$ cat config.mk
export PLATFORM = sky130hd
export DESIGN_NAME = dma_fetch_responder_flat
export DESIGN_NICKNAME = d
export VERILOG_FILES = /design/src/rtl/dma_fetch_responder_if.sv /design/src/rtl/dma_fetch_responder.sv /design/src/flat_wrapper.sv
export SDC_FILE = /design/constraint.sdc
export NUM_CORES = 1
export LEC_CHECK = 0
export BUFFER_PORTS_ARGS = -buffer_cell sky130_fd_sc_hd__clkbuf_2
export CORE_ASPECT_RATIO = 0.6
export CORE_MARGIN = 4
export CORE_UTILIZATION = 55
export DETAILED_ROUTE_END_ITERATION = 7
export PLACE_DENSITY = 0.85
export SLEW_MARGIN = 20
export SYNTH_ARGS = -nofsm -noshare
export SYNTH_HDL_FRONTEND = slang
export SYNTH_SLANG_ARGS = --single-unit
$ cat constraint.sdc
create_clock -name clk -period 6.9 [get_ports clk]
set_input_delay 1.38 -clock clk [delete_from_list [all_inputs] [get_ports clk]]
set_output_delay 1.38 -clock clk [all_outputs]
set_load 0.005 [all_outputs]
$ cat src/rtl/dma_fetch_responder_if.sv
// Signal bundle between the descriptor engine, the cache read port and
// video BRAM, as seen by dma_fetch_responder.
interface dma_fetch_responder_if #(
    parameter int ADDR_WIDTH  = 16,
    parameter int VADDR_WIDTH = 18,
    parameter int DATA_WIDTH  = 32
);
    logic                   fetch_data;
    logic [ADDR_WIDTH-1:0]  read_from;
    logic [VADDR_WIDTH-1:0] write_to;
    logic [15:0]            length_data;
    logic                   ack_fetch_data;
    logic                   error;
    logic                   busy;

    logic                   mem_req;
    logic [ADDR_WIDTH-1:0]  mem_addr;
    logic                   mem_gnt;
    logic                   mem_rvalid;
    logic [DATA_WIDTH-1:0]  mem_rdata;

    logic                   videomem_we;
    logic [VADDR_WIDTH-1:0] videomem_addr;
    logic [DATA_WIDTH-1:0]  videomem_wdata;

    // Requester plus cache/BRAM environment
    modport master (
        output fetch_data, read_from, write_to, length_data,
        output mem_gnt, mem_rvalid, mem_rdata,
        input  ack_fetch_data, error, busy,
        input  mem_req, mem_addr,
        input  videomem_we, videomem_addr, videomem_wdata
    );

    modport slave (
        input  fetch_data, read_from, write_to, length_data,
        input  mem_gnt, mem_rvalid, mem_rdata,
        output ack_fetch_data, error, busy,
        output mem_req, mem_addr,
        output videomem_we, videomem_addr, videomem_wdata
    );
endinterface

$ cat src/rtl/dma_fetch_responder.sv
// Memory-side responder for descriptor fetches: copies a short burst of dwords
// from the cache read port into video BRAM, then pulses an acknowledge.
module dma_fetch_responder #(
    parameter int ADDR_WIDTH  = 16,
    parameter int VADDR_WIDTH = 18,
    parameter int DATA_WIDTH  = 32,
    parameter int MAX_BURST   = 8
) (
    input logic                  clk,
    input logic                  rst,
    dma_fetch_responder_if.slave bus
);
    localparam logic [2:0] S_IDLE    = 3'd0;
    localparam logic [2:0] S_READ    = 3'd1;
    localparam logic [2:0] S_DRAIN   = 3'd2;
    localparam logic [2:0] S_ACK     = 3'd3;
    localparam logic [2:0] S_RELEASE = 3'd4;

    typedef struct packed {
        logic [ADDR_WIDTH-1:0]  src;
        logic [VADDR_WIDTH-1:0] dst;
        logic [3:0]             len;
        logic                   bad;
    } req_t;

    logic [2:0]             state, state_nx;
    req_t                   req_q;
    logic [3:0]             issued, received;
    logic                   len_bad, last_gnt, take_rd, accept;
    logic                   we_q;
    logic [VADDR_WIDTH-1:0] waddr_q;
    logic [DATA_WIDTH-1:0]  wdata_q;

    assign accept   = (state == S_IDLE) && bus.fetch_data;
    assign len_bad  = (bus.length_data == 16'd0) || (bus.length_data > 16'(MAX_BURST));
    assign last_gnt = bus.mem_gnt && ((issued + 4'd1) == req_q.len);
    // Returns past the requested count, or outside a burst, are dropped.
    assign take_rd  = ((state == S_READ) || (state == S_DRAIN)) &&
                      bus.mem_rvalid && (received != req_q.len);

    always_comb begin
        state_nx = state;
        case (state)
            S_IDLE:    if (bus.fetch_data) state_nx = len_bad ? S_ACK : S_READ;
            S_READ:    if (last_gnt) state_nx = S_DRAIN;
            // received only reaches len on the edge that raises the final
            // write strobe, so this fires once that write cycle has elapsed.
            S_DRAIN:   if (received == req_q.len) state_nx = S_ACK;
            S_ACK:     state_nx = S_RELEASE;
            S_RELEASE: if (!bus.fetch_data) state_nx = S_IDLE;
            default:   state_nx = S_IDLE;
        endcase
    end

    always_ff @(posedge clk or posedge rst) begin
        if (rst) begin
            state    <= S_IDLE;
            req_q    <= '0;
            issued   <= '0;
            received <= '0;
            we_q     <= 1'b0;
            waddr_q  <= '0;
            wdata_q  <= '0;
        end else begin
            state <= state_nx;
            we_q  <= take_rd;
            if (accept) begin
                req_q.src <= bus.read_from;
                req_q.dst <= bus.write_to;
                req_q.len <= bus.length_data[3:0];
                req_q.bad <= len_bad;
                issued    <= '0;
                received  <= '0;
            end
            if ((state == S_READ) && bus.mem_gnt)
                issued <= issued + 4'd1;
            if (take_rd) begin
                waddr_q  <= req_q.dst + VADDR_WIDTH'({received, 2'b00});
                wdata_q  <= bus.mem_rdata;
                received <= received + 4'd1;
            end
        end
    end

    assign bus.mem_req        = (state == S_READ);
    assign bus.mem_addr       = (state == S_READ) ? req_q.src + ADDR_WIDTH'({issued, 2'b00}) : '0;
    assign bus.ack_fetch_data = (state == S_ACK);
    assign bus.error          = (state == S_ACK) && req_q.bad;
    assign bus.busy           = (state == S_READ) || (state == S_DRAIN) || (state == S_ACK);
    assign bus.videomem_we    = we_q;
    assign bus.videomem_addr  = waddr_q;
    assign bus.videomem_wdata = wdata_q;
endmodule

$ cat src/flat_wrapper.sv
// flat-port wrapper written by rule: the top's interface ports become plain ports
module dma_fetch_responder_flat 
#(
    parameter int ADDR_WIDTH  = 16,
    parameter int VADDR_WIDTH = 18,
    parameter int DATA_WIDTH  = 32,
    parameter int MAX_BURST   = 8
)
  (clk, rst, bus_fetch_data, bus_read_from, bus_write_to, bus_length_data, bus_mem_gnt, bus_mem_rvalid, bus_mem_rdata, bus_ack_fetch_data, bus_error, bus_busy, bus_mem_req, bus_mem_addr, bus_videomem_we, bus_videomem_addr, bus_videomem_wdata);
  dma_fetch_responder_if #(.ADDR_WIDTH(ADDR_WIDTH), .VADDR_WIDTH(VADDR_WIDTH), .DATA_WIDTH(DATA_WIDTH)) bus_i ();
  input logic clk;
  input logic rst;
  input wire logic [$bits(bus_i.fetch_data)-1:0] bus_fetch_data;
  input wire logic [$bits(bus_i.read_from)-1:0] bus_read_from;
  input wire logic [$bits(bus_i.write_to)-1:0] bus_write_to;
  input wire logic [$bits(bus_i.length_data)-1:0] bus_length_data;
  input wire logic [$bits(bus_i.mem_gnt)-1:0] bus_mem_gnt;
  input wire logic [$bits(bus_i.mem_rvalid)-1:0] bus_mem_rvalid;
  input wire logic [$bits(bus_i.mem_rdata)-1:0] bus_mem_rdata;
  output wire logic [$bits(bus_i.ack_fetch_data)-1:0] bus_ack_fetch_data;
  output wire logic [$bits(bus_i.error)-1:0] bus_error;
  output wire logic [$bits(bus_i.busy)-1:0] bus_busy;
  output wire logic [$bits(bus_i.mem_req)-1:0] bus_mem_req;
  output wire logic [$bits(bus_i.mem_addr)-1:0] bus_mem_addr;
  output wire logic [$bits(bus_i.videomem_we)-1:0] bus_videomem_we;
  output wire logic [$bits(bus_i.videomem_addr)-1:0] bus_videomem_addr;
  output wire logic [$bits(bus_i.videomem_wdata)-1:0] bus_videomem_wdata;
  assign bus_i.fetch_data = bus_fetch_data;
  assign bus_i.read_from = bus_read_from;
  assign bus_i.write_to = bus_write_to;
  assign bus_i.length_data = bus_length_data;
  assign bus_i.mem_gnt = bus_mem_gnt;
  assign bus_i.mem_rvalid = bus_mem_rvalid;
  assign bus_i.mem_rdata = bus_mem_rdata;
  assign bus_ack_fetch_data = bus_i.ack_fetch_data;
  assign bus_error = bus_i.error;
  assign bus_busy = bus_i.busy;
  assign bus_mem_req = bus_i.mem_req;
  assign bus_mem_addr = bus_i.mem_addr;
  assign bus_videomem_we = bus_i.videomem_we;
  assign bus_videomem_addr = bus_i.videomem_addr;
  assign bus_videomem_wdata = bus_i.videomem_wdata;
  dma_fetch_responder #(.ADDR_WIDTH(ADDR_WIDTH), .VADDR_WIDTH(VADDR_WIDTH), .DATA_WIDTH(DATA_WIDTH), .MAX_BURST(MAX_BURST)) u_core (.clk(clk), .rst(rst), .bus(bus_i));
endmodule
Word level (Yosys, flattened, before mapping)
Index checks and enable logic that the tools add are counted.
{"block": "totals", "ff_bits": 101, "output_inout_bits": 71, "word_cells": 50}
{"block": "op_classes", "n_addsub": 4, "n_lt_le_gt_ge": 1, "eq_ne": 11, "n_mux": 10, "reduce_logical": 14}
{"op": "18-bit by 6-bit adder with 18-bit output", "count": 1}
{"op": "16-bit by 6-bit adder with 16-bit output", "count": 1}
{"op": "16-bit by 4-bit > comparator with 1-bit output (second input constant)", "count": 1}
{"op": "16-bit logical NOT", "count": 1}
{"op": "16-bit 2-to-1 mux", "count": 1}
{"op": "3-bit one-hot mux with 5 select lines", "count": 1}
{"op": "3-bit 2-to-1 mux", "count": 4}
{"op": "4-bit 2-to-1 mux", "count": 3}
{"op": "4-bit by 1-bit adder with 4-bit output (second input constant)", "count": 2}
{"op": "4-bit == test", "count": 2}
{"op": "3-bit by 2-bit == test with 1-bit output (second input constant)", "count": 2}
{"op": "1-bit logical AND", "count": 6}
{"op": "2-bit by 1-bit != test with 1-bit output (second input constant)", "count": 2}
{"op": "2-bit != test (second input constant)", "count": 2}
{"op": "4-bit != test", "count": 1}
{"op": "4-bit AND reduction", "count": 1}
{"op": "2-bit nonzero test", "count": 2}
{"op": "3-bit by 1-bit == test with 1-bit output (second input constant)", "count": 1}
{"op": "3-bit == test (second input constant)", "count": 1}
{"op": "3-bit logical NOT", "count": 1}
{"op": "1-bit logical OR", "count": 3}
{"op": "2-bit 2-to-1 mux", "count": 1}

Logic depth before layout (Yosys ltp)
{"block": "logic_depth", "depth_word": 5, "mapped_depth": 8, "mapped_depth_nobuf": 8}

Least setup slack after synthesis
No wires, ideal clock.
{"block": "synth_timing", "kind": "register to output", "startpoint": "reg u_core.issued[0]", "endpoint": "out bus_mem_addr[12]", "t_arrival_ps": 1732, "required_ps": 5520, "slack_ps": 3788, "path_stages_with_launch": 9, "cell_sequence": "dfrtp_1 ha_1 inv_1 fa_1 nor2b_1 o21a_1 o2111ai_1 xor2_1 nor2_1"}
{"block": "synth_between", "elab_chain_len": 2}
{"item": "start: declaration", "line_no": "dma_fetch_responder.sv:28", "source": "logic [3:0] issued, received;"}
{"item": "start signal: assignment", "line_no": "dma_fetch_responder.sv:76", "source": "issued <= issued + 4'd1;"}
{"item": "16-bit by 6-bit adder with 16-bit output", "line_no": "dma_fetch_responder.sv:86", "source": "assign bus.mem_addr = (state == S_READ) ? req_q.src + ADDR_WIDTH'({issued, 2'b00}) : '0;"}
{"item": "16-bit 2-to-1 mux", "line_no": "dma_fetch_responder.sv:86"}
{"item": "end: declaration", "line_no": "flat_wrapper.sv:24", "source": "output wire logic [$bits(bus_i.mem_addr)-1:0] bus_mem_addr;"}
No other way between the ends.

Final worst setup path
{"block": "layout_timing", "startpoint": "reg u_core.issued[0]", "endpoint": "out bus_mem_addr[14]"}
The elaborated chain is that of the path after synthesis.

==> impl_metrics.yaml <==
worst_setup_path:
  cp-startpoint: "u_core.issued[0]"
  crit_fanout: 6
  startpoint_type: "flop"
  crit_type: "flop to output pin"
  end_kind: "output pin"
  cp.required_ns: 5.52
  r2r_start: "u_core.received[1]"
  cp.arrival_ns: 2.44
placement:
  place_inst: 669
  gp_congestion: 0.870
  dpl_cell_area_sq_um: 5760
  port_buffers: 157
  dpl.hpwl_mm: 8.32
detailed_routing:
  drt_iter0_markers: 189
  ant_nets: 0
  wl_per_cell_um: 16.5
  dr.pass1.iters: 4
  drc: 0
  dr_total_vias: 3649
  viasPerCell: 5.32
  drt_wl_total_mm: 11.3
finish:
  post-route-util_pct: 70.3
  diodes: 0
  final_cell_mix: "clkbuf_2, dfrtp_1, nand2_1"
  drive_above_1_share_pct: 42.7
  stdcell_count: 686
  nets: 668
  final_area_sq_um: 6060
  mostFrequentLayoutCell: "clkbuf_2"
  syn_to_final_growth_pct: 23.1
clock_network:
  cts_sinks: 101
  post_cts_buffers: 0
  cts_root_buf: "clkbuf_16"
  clock_path_buffers: 2
  numCtsBuffers: 9
  htreeDepth: 3
  clk_pin_slew_ns: 0.07
  clock_latency_ns: 0.34
  cts_resized: 0
  cts_tree: "yes"
  hold_buffers: 0
sta:
  slew_viol_final: 0
  finalCritPeriodShare_pct: 55.4
  relSlewSlack_pct: 33.6
  finalCriticalPeriod_ns: 3.82
  rsz0062_at_grt: "false"
  finalSetupViolCount: 0
  fmax_ghz: 0.261
  clock_skew_ns: 0.00730
  worst_pin_slew_ns: 0.995
  finalHoldViolCount: 0
  timing.hold.ws_ns: 0.473
  tns_ns: 0
floorplanning:
  die_w_um: 130
  die_area_sq_um: 10600
  core_area_sq_um: 8620
  rows: 26
  initial_core_util_pct: 57.1
  ioPinCount: 158
  die_h_um: 81.3
synthesis:
  synth_top_family_by_area: "multiplexers"
  ys_seq_area_share_pct: 51.3
  yosys.area.top_type: "dfrtp_1"
  synthArstFlopShare_pct: 100
  synth_edf_count: 0
  synth_area_sq_um: 4920
  synth.area.top_cells: "dfrtp_1, mux2_4, mux2_2"
  synth_cells: 416
  synthFlopType: "dfrtp_1"
  synthAdderAreaFrac_pct: 3.36
  synth_xor_area_share_pct: 6.23
  synth_top_area_share_pct: 51.3
  synth_seq_cells: 101
  post_synth_num_cell_types: 46
  yosys-mux-area-fraction_pct: 17.6
  synth-compound-area-share_pct: 5.62
  yosysWarnings: 0
  syn_area_per_cell_sq_um: 11.8
  synth-simple-area-share_pct: 12.8
  syn_nets: 515
global_route:
  grt_pass1_vias: 3584
  antenna_found_initial: 0
  track_usage_pct: 21.7
  grt_pass1_wl_mm: 17.9
  grt_max_degree: 71
  grt-ovfl-total: 0
power:
  p_leak_nw: 3.03
  cellPowerDensity_nw_per_um2: 483
  ir_worst_vdd_mv: 0.259
hold_path:
  hold_path.startpoint: "u_core.req_q[0]"
  hp-class: "flop to flop"
run:
  maxCapViolCount: 0
status:
  status: "finished, final reports clean"
## cells by family after synthesis
family | count (synthesis)
simple gates | 135
flops | 101
mux | 64
compound gates | 42
xor+xnor | 35
buf+inv | 27
fa+ha+maj | 12
## per-layer routing
metal  routed length [um]  part of all wire, %  track usage [%]  vias to the layer above
met5                    0                    0                0                        -
met4                  108                 0.96             4.77                        0
met3                  815                  7.2             5.78                       10
met2                 5220                   46             34.6                      134
met1                 5160                   46             30.1                     1766
li1                     -                    -                -                     1739
## path summary, 6_finish.rpt
path / endpoint / slack, ns / depth (start not counted)
min: u_core.req_q[0] / 0.47 / 2
min reg2reg: u_core.req_q[0] / 0.47 / 2
max in group asynchronous: u_core.bus.videomem_addr[1] / 4.69 / 3
min in group asynchronous: u_core.bus.videomem_wdata[31] / 1.09 / 2
max reg2reg: u_core.received[2] / 4.41 / 6
max: bus_mem_addr[14] / 3.08 / 9
## where the power goes
group | total [mW] | leakage (nW) | switching, mW | internal (mW)
sequential | 1.15 | 1.21 | 0.258 | 0.894
combinational | 1.30 | 1.68 | 0.580 | 0.717
clock | 0.475 | 0.142 | 0.225 | 0.250
total | 2.92 | 3.03 | 1.06 | 1.86
## cell type report
cell class              instances  area (sq um)
clock inverters                 7          56.3
fillers                       622          2560
clock buffers                   9           225
inverters                       9          36.3
multi-input cells             288          2250
well taps                     112           140
repair buffers                160           821
flip-flops and latches        101          2530
## stage by stage
step	power (mW)	worst slack [ns]
3_3_place_gp	2.38	3.60
6_report	2.92	3.08
4_1_cts	2.94	3.10
5_1_grt	3.15	2.95
3_5_place_dp	2.45	3.45
2_1_floorplan	2.04	2.87
## synthesized netlist by cell type (all sizes together), types with 4 or more instances
cell type  number
xor2           26
nor3            6
and2            4
dfrtp         101
xnor2           9
a21oi          16
mux2           62
clkbuf          7
and3            7
nand4           5
ha             10
nor4            4
nand3          10
nand2          58
nor2           30
buf            11
o21ai           6
inv             9
## sequential cells by signal, summed over array words and instances (netlist names)
name / cells
u_core.req_q: 39
u_core.bus.videomem_wdata: 32
u_core.bus.videomem_addr: 18
u_core.issued: 4
u_core.received: 4
u_core.state: 3
u_core.bus.videomem_we: 1
## critical path, stage by stage, from the launching register on
cell and delay [ns]:
dfrtp_1 0.45, ha_1 0.20, inv_1 0.05, fa_1 0.39, nor2b_1 0.19, o21a_1 0.26
o2111ai_1 0.14, xor2_1 0.18, nor2_1 0.12, clkbuf_2 0.13
No activity file was read; power rests on OpenSTA's default activity.
